$ cat src/rtl/channel_arbiter.sv
// channel_arbiter
//   Round-robin arbiter and burst sequencer for one output port of the
//   routing switch. It picks one requesting input port, drives the
//   channel_mux select one-hot, and then holds that grant for exactly one
//   BURST-flit packet, stalling whenever READY is low. One IDLE cycle
//   always separates bursts, and the next search starts just past the
//   last winner.
//
// Parameters
//   Numports  number of input ports competing for this output
//   PortNo    index of the output port served (informational only)
//   BURST     flits per packet, 1..256
//
// Ports
//   CLK    clock, rising edge
//   RST    asynchronous active-high reset
//   REQ    per-input-port request
//   READY  downstream accepts the current flit this cycle
//   SEL    one-hot mux select, zero while idle
//   GNT    one-cycle one-hot grant pulse in the first transfer cycle
//   VALID  current flit is valid
//   FLIT   index of the current flit within the burst, zero-extended
//   LAST   final flit of the burst is on the output
//   BUSY   a burst is in progress
module channel_arbiter #(
  parameter int Numports = 4,
  parameter int PortNo   = 1,
  parameter int BURST    = 8
) (
  input  logic                CLK,
  input  logic                RST,
  input  logic [Numports-1:0] REQ,
  input  logic                READY,
  output logic [Numports-1:0] SEL,
  output logic [Numports-1:0] GNT,
  output logic                VALID,
  output logic [7:0]          FLIT,
  output logic                LAST,
  output logic                BUSY
);

  localparam int FW = (BURST > 1) ? $clog2(BURST) : 1;
  localparam int PW = (Numports > 1) ? $clog2(Numports) : 1;

  localparam logic [FW-1:0] FLIT_LAST = FW'(BURST - 1);
  localparam logic [PW-1:0] PTR_LAST  = PW'(Numports - 1);
  localparam logic [PW:0]   PORTS     = (PW + 1)'(Numports);

  localparam logic [0:0] IDLE = 1'b0;
  localparam logic [0:0] XFER = 1'b1;

  logic [0:0]          state;
  logic [Numports-1:0] sel_q;
  logic [Numports-1:0] gnt_q;
  logic [FW-1:0]       flit_q;
  logic [PW-1:0]       ptr_q;
  logic [PW-1:0]       win_q;

  // Search logic: rotate REQ so the bit at PTR lands in position 0, take the
  // lowest set bit, then map the offset back to an absolute port number.
  logic [2*Numports-1:0] req_dbl;
  logic [Numports-1:0]   req_rot;
  logic                  found;
  logic [PW:0]           idx_sum;
  logic [PW-1:0]         win_next;

  assign req_dbl = {REQ, REQ} >> ptr_q;
  assign req_rot = req_dbl[Numports-1:0];

  // NOTE: every variable assigned here gets a default first, so no path
  // through the block leaves it holding its old value (which would be a latch).
  always_comb begin
    found    = 1'b0;
    win_next = '0;
    idx_sum  = '0;
    for (int k = 0; k < Numports; k++) begin
      if (!found && req_rot[k]) begin
        found   = 1'b1;
        idx_sum = {1'b0, ptr_q} + (PW + 1)'(k);
        // Wrap by compare: Numports need not be a power of two.
        if (idx_sum >= PORTS) begin
          idx_sum = idx_sum - PORTS;
        end
        win_next = idx_sum[PW-1:0];
      end
    end
  end

  // NOTE: all state updates use non-blocking assignments so every register
  // samples the pre-edge values regardless of statement order.
  always_ff @(posedge CLK or posedge RST) begin
    if (RST) begin
      state  <= IDLE;
      sel_q  <= '0;
      gnt_q  <= '0;
      flit_q <= '0;
      ptr_q  <= '0;
      win_q  <= '0;
    end else begin
      gnt_q <= '0;
      case (state)
        IDLE: begin
          if (found) begin
            state  <= XFER;
            sel_q  <= Numports'(1) << win_next;
            gnt_q  <= Numports'(1) << win_next;
            win_q  <= win_next;
            flit_q <= '0;
          end
        end
        XFER: begin
          // REQ is deliberately ignored here: the burst always completes.
          if (READY) begin
            if (flit_q == FLIT_LAST) begin
              state  <= IDLE;
              sel_q  <= '0;
              flit_q <= '0;
              ptr_q  <= (win_q == PTR_LAST) ? '0 : win_q + PW'(1);
            end else begin
              flit_q <= flit_q + FW'(1);
            end
          end
        end
        default: begin
          state <= IDLE;
          sel_q <= '0;
        end
      endcase
    end
  end

  assign SEL   = sel_q;
  assign GNT   = gnt_q;
  assign VALID = (state == XFER);
  assign BUSY  = (state == XFER);
  assign FLIT  = 8'(flit_q);
  assign LAST  = VALID && (flit_q == FLIT_LAST);

  sel_gnt_onehot : assert property (@(posedge CLK) disable iff (RST)
      $onehot0(SEL) && $onehot0(GNT))
    else $error("output port %0d: SEL/GNT not one-hot (SEL=%b GNT=%b)", PortNo, SEL, GNT);

endmodule

$ cat config.mk
export PLATFORM = sky130hd
export DESIGN_NAME = channel_arbiter
export DESIGN_NICKNAME = d
export VERILOG_FILES = /design/src/rtl/channel_arbiter.sv
export SDC_FILE = /design/constraint.sdc
export NUM_CORES = 1
export LEC_CHECK = 0
export BUFFER_PORTS_ARGS = -buffer_cell sky130_fd_sc_hd__buf_2
export CORE_MARGIN = 3
export CORE_UTILIZATION = 52
export DETAILED_ROUTE_END_ITERATION = 10
export MAX_ROUTING_LAYER = met4
export PLACE_DENSITY = 0.86
export SYNTH_ARGS = -nofsm -noshare
export SYNTH_HDL_FRONTEND = slang
export SYNTH_SLANG_ARGS = --single-unit
$ cat constraint.sdc
create_clock -name CLK -period 3.58 [get_ports CLK]
set_input_delay 0.358 -clock CLK [delete_from_list [all_inputs] [get_ports CLK]]
set_output_delay 0.358 -clock CLK [all_outputs]
set_load 0.01 [all_outputs]
Word level (Yosys, flattened, before mapping)
Index checks and enable logic that the tools add are counted.

cells by class
  shift-type cells = 2
  eq/ne operators = 5
  add/sub/neg operators = 9
  magnitude comparators = 4
  bitwise gates (word level) = 1
  reductions and logical operators = 11
  multiplexer cells = 27

operators by type and width
  kind                   count
  $mux W4                5
  $mux W2                9
  $ge A3 B3 Y1 const B   3
  $mux W3                3
  $pmux W4 S2            1
  $shr A8 B2 Y4          1
  $sub A2 B1 Y2 const B  4
  $mux W1                7
  $add A2 B2 Y3 const B  2
  $pmux W3 S2            1
  $reduce_and A3 Y1      2
  $logic_and A1 B1 Y1    4
  $ne A2 B2 Y1 const B   2
  $reduce_and A2 Y1      2
  $shl A1 B2 Y4 const A  1
  $add A2 B1 Y3 const B  1
  $add A3 B1 Y3 const B  1
  $eq A3 B3 Y1 const B   1
  $ge A2 B3 Y1 const B   1
  $logic_not A1 Y1       3
  $add A2 B1 Y2 const B  1
  $eq A2 B2 Y1 const B   1
  $ne A2 B1 Y1 const B   1
  $pmux W1 S2            1
  $not A1 Y1             1

storage, ports and cells
  bits in registers = 16
  output and inout bits = 19
  logic and storage cells = 65
  bits of input ports = 7

Depth between registers and ports, before layout
  depth in word-level cells = 14
  gate-level depth with buffers = 5

Least setup slack after synthesis
No wires, ideal clock.

  path type = register to register
  from = reg flit_q[0]
  to = reg ptr_q[1]
  required time = 3,455 ps
  slack = 2,113 ps
  arrival = 1,342 ps
  buffers on the path = 0
  stages on the path, launching flop included = 5
  cells stage by stage = dfrtp_1 ha_1 ha_1 nand3_1 mux2_2

on the way
  cells in the longest elaborated chain, start to end = 2

RTL lines
  what                         line  RTL
  start: declaration           55    logic [FW-1:0] flit_q;
  start signal: assignment     120   flit_q <= flit_q + FW'(1);
  $eq A3 B3 Y1                 114   if (flit_q == FLIT_LAST) begin
  $reduce_and A3 Y1 (no line)  n/a
  end signal: assignment       118   ptr_q <= (win_q == PTR_LAST) ? '0 : win_q + PW'(1);
  end: declaration             56    logic [PW-1:0] ptr_q;

Every way passes these cells.
A chain may end at the register's enable or synchronous reset.

Worst setup path in the final report
  from = reg flit_q[0]
  to = out LAST

on the way
  cells in the longest elaborated chain, start to end = 2

RTL lines
  what                 line  RTL
  $eq A3 B3 Y1         137   assign LAST = VALID && (flit_q == FLIT_LAST);
  $logic_and A1 B1 Y1  137
  end: declaration     38    output logic LAST,

Every way passes these cells.

==> reports/qor.csv <==
stage;metric;value;unit
run_status;outcome;complete, no violations;
logic_synthesis;synthesis.area;815;um2
detailed_routing;viasPerCell;5.77;
global_routing;global_route_wire_length_before_repair;2.68;mm
global_routing;track_usage;18.6;%
die;core_area;1380;um2
detailed_routing;first_pass_iteration_count_of_the_detailed_router;4;
setup_path;reg2reg_to;ptr_q[1];
cts;cts-root-to-sink-buffers;2;
logic_synthesis;synth-adder-area-share;4.61;%
run;maxCapViolCount;0;
pwr;design_power_total;0.624;mW
sta;setup_total_negative_slack;0;ns
logic_synthesis;yosysUniqueCellTypes;28;
logic_synthesis;synth_top_family_by_area;compound AO/OA/AOI/OAI gates;
global_routing;grt_antenna_before_repair;0;
logic_synthesis;syn_inst;73;
placed_design;port-buffer-count;20;
die;rows;13;
setup_path;required;3.22;ns
logic_synthesis;synthXorXnorAreaFrac;0;%
global_routing;first_global_vias;596;
placed_design;dp_worst_setup_slack;2.06;ns
sta;worst_slack;1.83;ns
cts;ctsHoldBuffers;0;
cts;cts_tree;done;
cts;cts_repair_resize_count;0;
sta;final.min_clock_period;1.75;ns
pwr;vdd.ir_drop.worst;0.421;mV
placed_design;final_weighted_congestion_in_routability_driven_placement;0.727;
logic_synthesis;ys_ff_latch;16;
cts;clkSlewWorstSetupHoldPaths;0.10;ns
setup_path;setup.worst_path.end_class;output port;
setup_path;r2r.worst_path.cells;4;
sta;slew_violations;0;
setup_path;path_delay_family;adder cells;
layout;layout.nets;104;
logic_synthesis;synth_compound_gate_area_share;16.1;%
cts;cts-htree-levels;1;
cts;cts.sink_count;16;
logic_synthesis;synthesis.yosys.warnings;0;
pwr;powerDensity;683;nW/um2
layout;antenna-diode-count;0;
detailed_routing;via_count;623;
logic_synthesis;synthSimpleGateAreaFrac;13.4;%
setup_path;cpMostUsedCell;ha_1;
setup_path;slowest_stage;dfrtp_1;
global_routing;globalRoute.totalOverflow;0;
min_path;hold_path.class;input pin to asynchronous set/reset pin;
die;floorplan.die.width;45.6;um
cts;clock_insertion_delay_at_the_later_pin_of_the_skew_report;0.29;ns
sta;final_clock_skew;0.00943;ns
setup_path;cp_num_buf_inv;1;
logic_synthesis;synth.yosys.seq_area_share;49.2;%
detailed_routing;routed_wl;1.49;mm
sta;unrepaired_setup_endpoints_after_global_routing;false;
detailed_routing;routedWlPerCell;13.8;um
setup_path;cp-start-kind;register;
detailed_routing;first_iter_violations;10;
setup_path;critPathArrivalTime;1.39;ns
placed_design;final_hpwl_dp;1.15;mm
global_routing;grt_max_degree;17;
cts;clk_root_buffer_cell;clkbuf_4;
cts;cts_inserted_buffers;3;
sta;hold_viol;0;
die;floorplan.die.height;45.6;um
logic_synthesis;synth.mux.area_fraction;6.61;%
sta;achievable-frequency;572;MHz
layout;layout_cell_share_with_drive_strength_beyond_1;32.3;%
layout;layout.core_utilization;66.1;%
pwr;leakage;0.483;nW
setup_path;largest_fanout_of_any_net_on_the_critical_path;4;
die;die-area;2080;um2
setup_path;crit_type;register to output port;
sta;maxSlewHeadroom;62.0;%
setup_path;critical_r2r_launch;flit_q[0];
sta;worst_slew_pin_slew;0.570;ns
sta;setup_viol;0;
detailed_routing;drc;0;
logic_synthesis;postSynthAreaPerCell;11.2;um2
setup_path;ff2ff_setup_slack;2.06;ns
setup_path;timing.critical_path.cells;ha_1, ha_1, and2_1, buf_2;
detailed_routing;ant_nets;0;
die;initial_utilization;58.9;%
setup_path;critical_path_s_largest_stage_delay;0.41;ns
die;ios;26;
sta;layout_worst_path_cycle_share;48.9;%
cts;post_cts.repair.setup_buffers;0;
layout;area_growth_from_synthesis_to_layout;12.1;%
[registers in the layout, summed over array words and instances (netlist names)]
register  cells
GNT           4
SEL           4
flit_q        3
ptr_q         2
win_q         2
BUSY          1
[worst register-to-register path, cell delays in order, from the launching register on]
cell and delay, ns:
dfrtp_1 0.41, ha_1 0.21, ha_1 0.21, nand3_1 0.23, mux2_2 0.37
[layer usage]
metal / up-vias / GRT usage, % / part of all wire, %
met5: - / - / 0
li1: 299 / - / -
met3: 2 / 3.56 / 7.9
met2: 29 / 27.0 / 46
met4: 0 / 8.77 / 1.4
met1: 293 / 24.7 / 44
[per-stage QoR]
stage          cell area (um2)  hold WS, ns  instances
6_report                   913       0.0981        108
5_1_grt                    913        0.138        108
4_1_cts                    913        0.122        108
3_5_place_dp               877        0.446        104
3_3_place_gp               877        0.436        104
2_1_floorplan              830        0.272         77
[cells in the final DEF (no fill, tap or decap), drive strengths merged, types with 2 or more instances in the layout]
master and instances:
nor3 4, a22o 2, a21oi 2, nand2 5
nand2b 2, buf 20, nand3 5, nor2 2
ha 3, o21ai 2, mux2 3, o31ai 5
clkbuf 4, conb 5, mux2i 2, dfrtp 16
inv 2
[worst max-delay path by stage]
stage                     depth (start not counted)       from       end  slack [ns]
after global placement                            4  flit_q[0]  ptr_q[1]        2.09
after detailed placement                          4  flit_q[0]  ptr_q[1]        2.06
after floorplan                                   4  flit_q[0]  ptr_q[1]        2.11
after CTS                                         4  flit_q[0]      LAST        1.82
final                                             4  flit_q[0]      LAST        1.83
after global routing                              4  flit_q[0]      LAST        1.76
[area by class of cell]
class / count / area (um2)
Multi-Input combinational cell: 51 / 350
Sequential cell: 16 / 400
Timing Repair Buffer: 20 / 100
Inverter: 2 / 7.51
Tap cell: 15 / 18.8
Clock buffer: 4 / 36.3
Fill cell: 116 / 469
[power by group]
group / switching (mW) / internal (mW)
Combinational: 0.120 / 0.103
Sequential: 0.0455 / 0.233
Clock: 0.0602 / 0.0620
[cells in the mapped netlist]
cell type | instances | area (um2)
nand3_1 | 5 | 25.0
nand2b_1 | 1 | 6.26
o22a_1 | 1 | 8.76
or4_4 | 1 | 11.3
nand2b_4 | 1 | 13.8
nor3_1 | 4 | 20.0
a31oi_1 | 1 | 6.26
conb_1 | 1 | 3.75
buf_8 | 1 | 15.0
inv_1 | 2 | 7.51
mux2i_1 | 2 | 20.0
and2_1 | 1 | 6.26
a22o_1 | 2 | 17.5
nor2_1 | 2 | 7.51
a21oi_1 | 2 | 10.0
a21o_1 | 1 | 7.51
mux2_2 | 3 | 33.8
o21ai_0 | 2 | 10.0
o21a_1 | 1 | 7.51
buf_4 | 6 | 45.0
o31ai_1 | 5 | 37.5
ha_1 | 3 | 37.5
o22ai_1 | 1 | 6.26
dfrtp_1 | 16 | 400
o221ai_1 | 1 | 8.76
nand2_1 | 5 | 18.8
o221a_2 | 1 | 11.3
buf_6 | 1 | 11.3
[cells by family (layout without fill, tap and decap cells)]
logic type / Yosys count / count (layout)
DFF: 16 / 16
buffers and inverters: 10 / 26
AOI/OAI and AO/OA: 18 / 18
adders and majority gates: 3 / 3
and+or+nand+nor: 20 / 20
other: 1 / 5
muxes: 5 / 5
(Power assumes the default switching activity.)
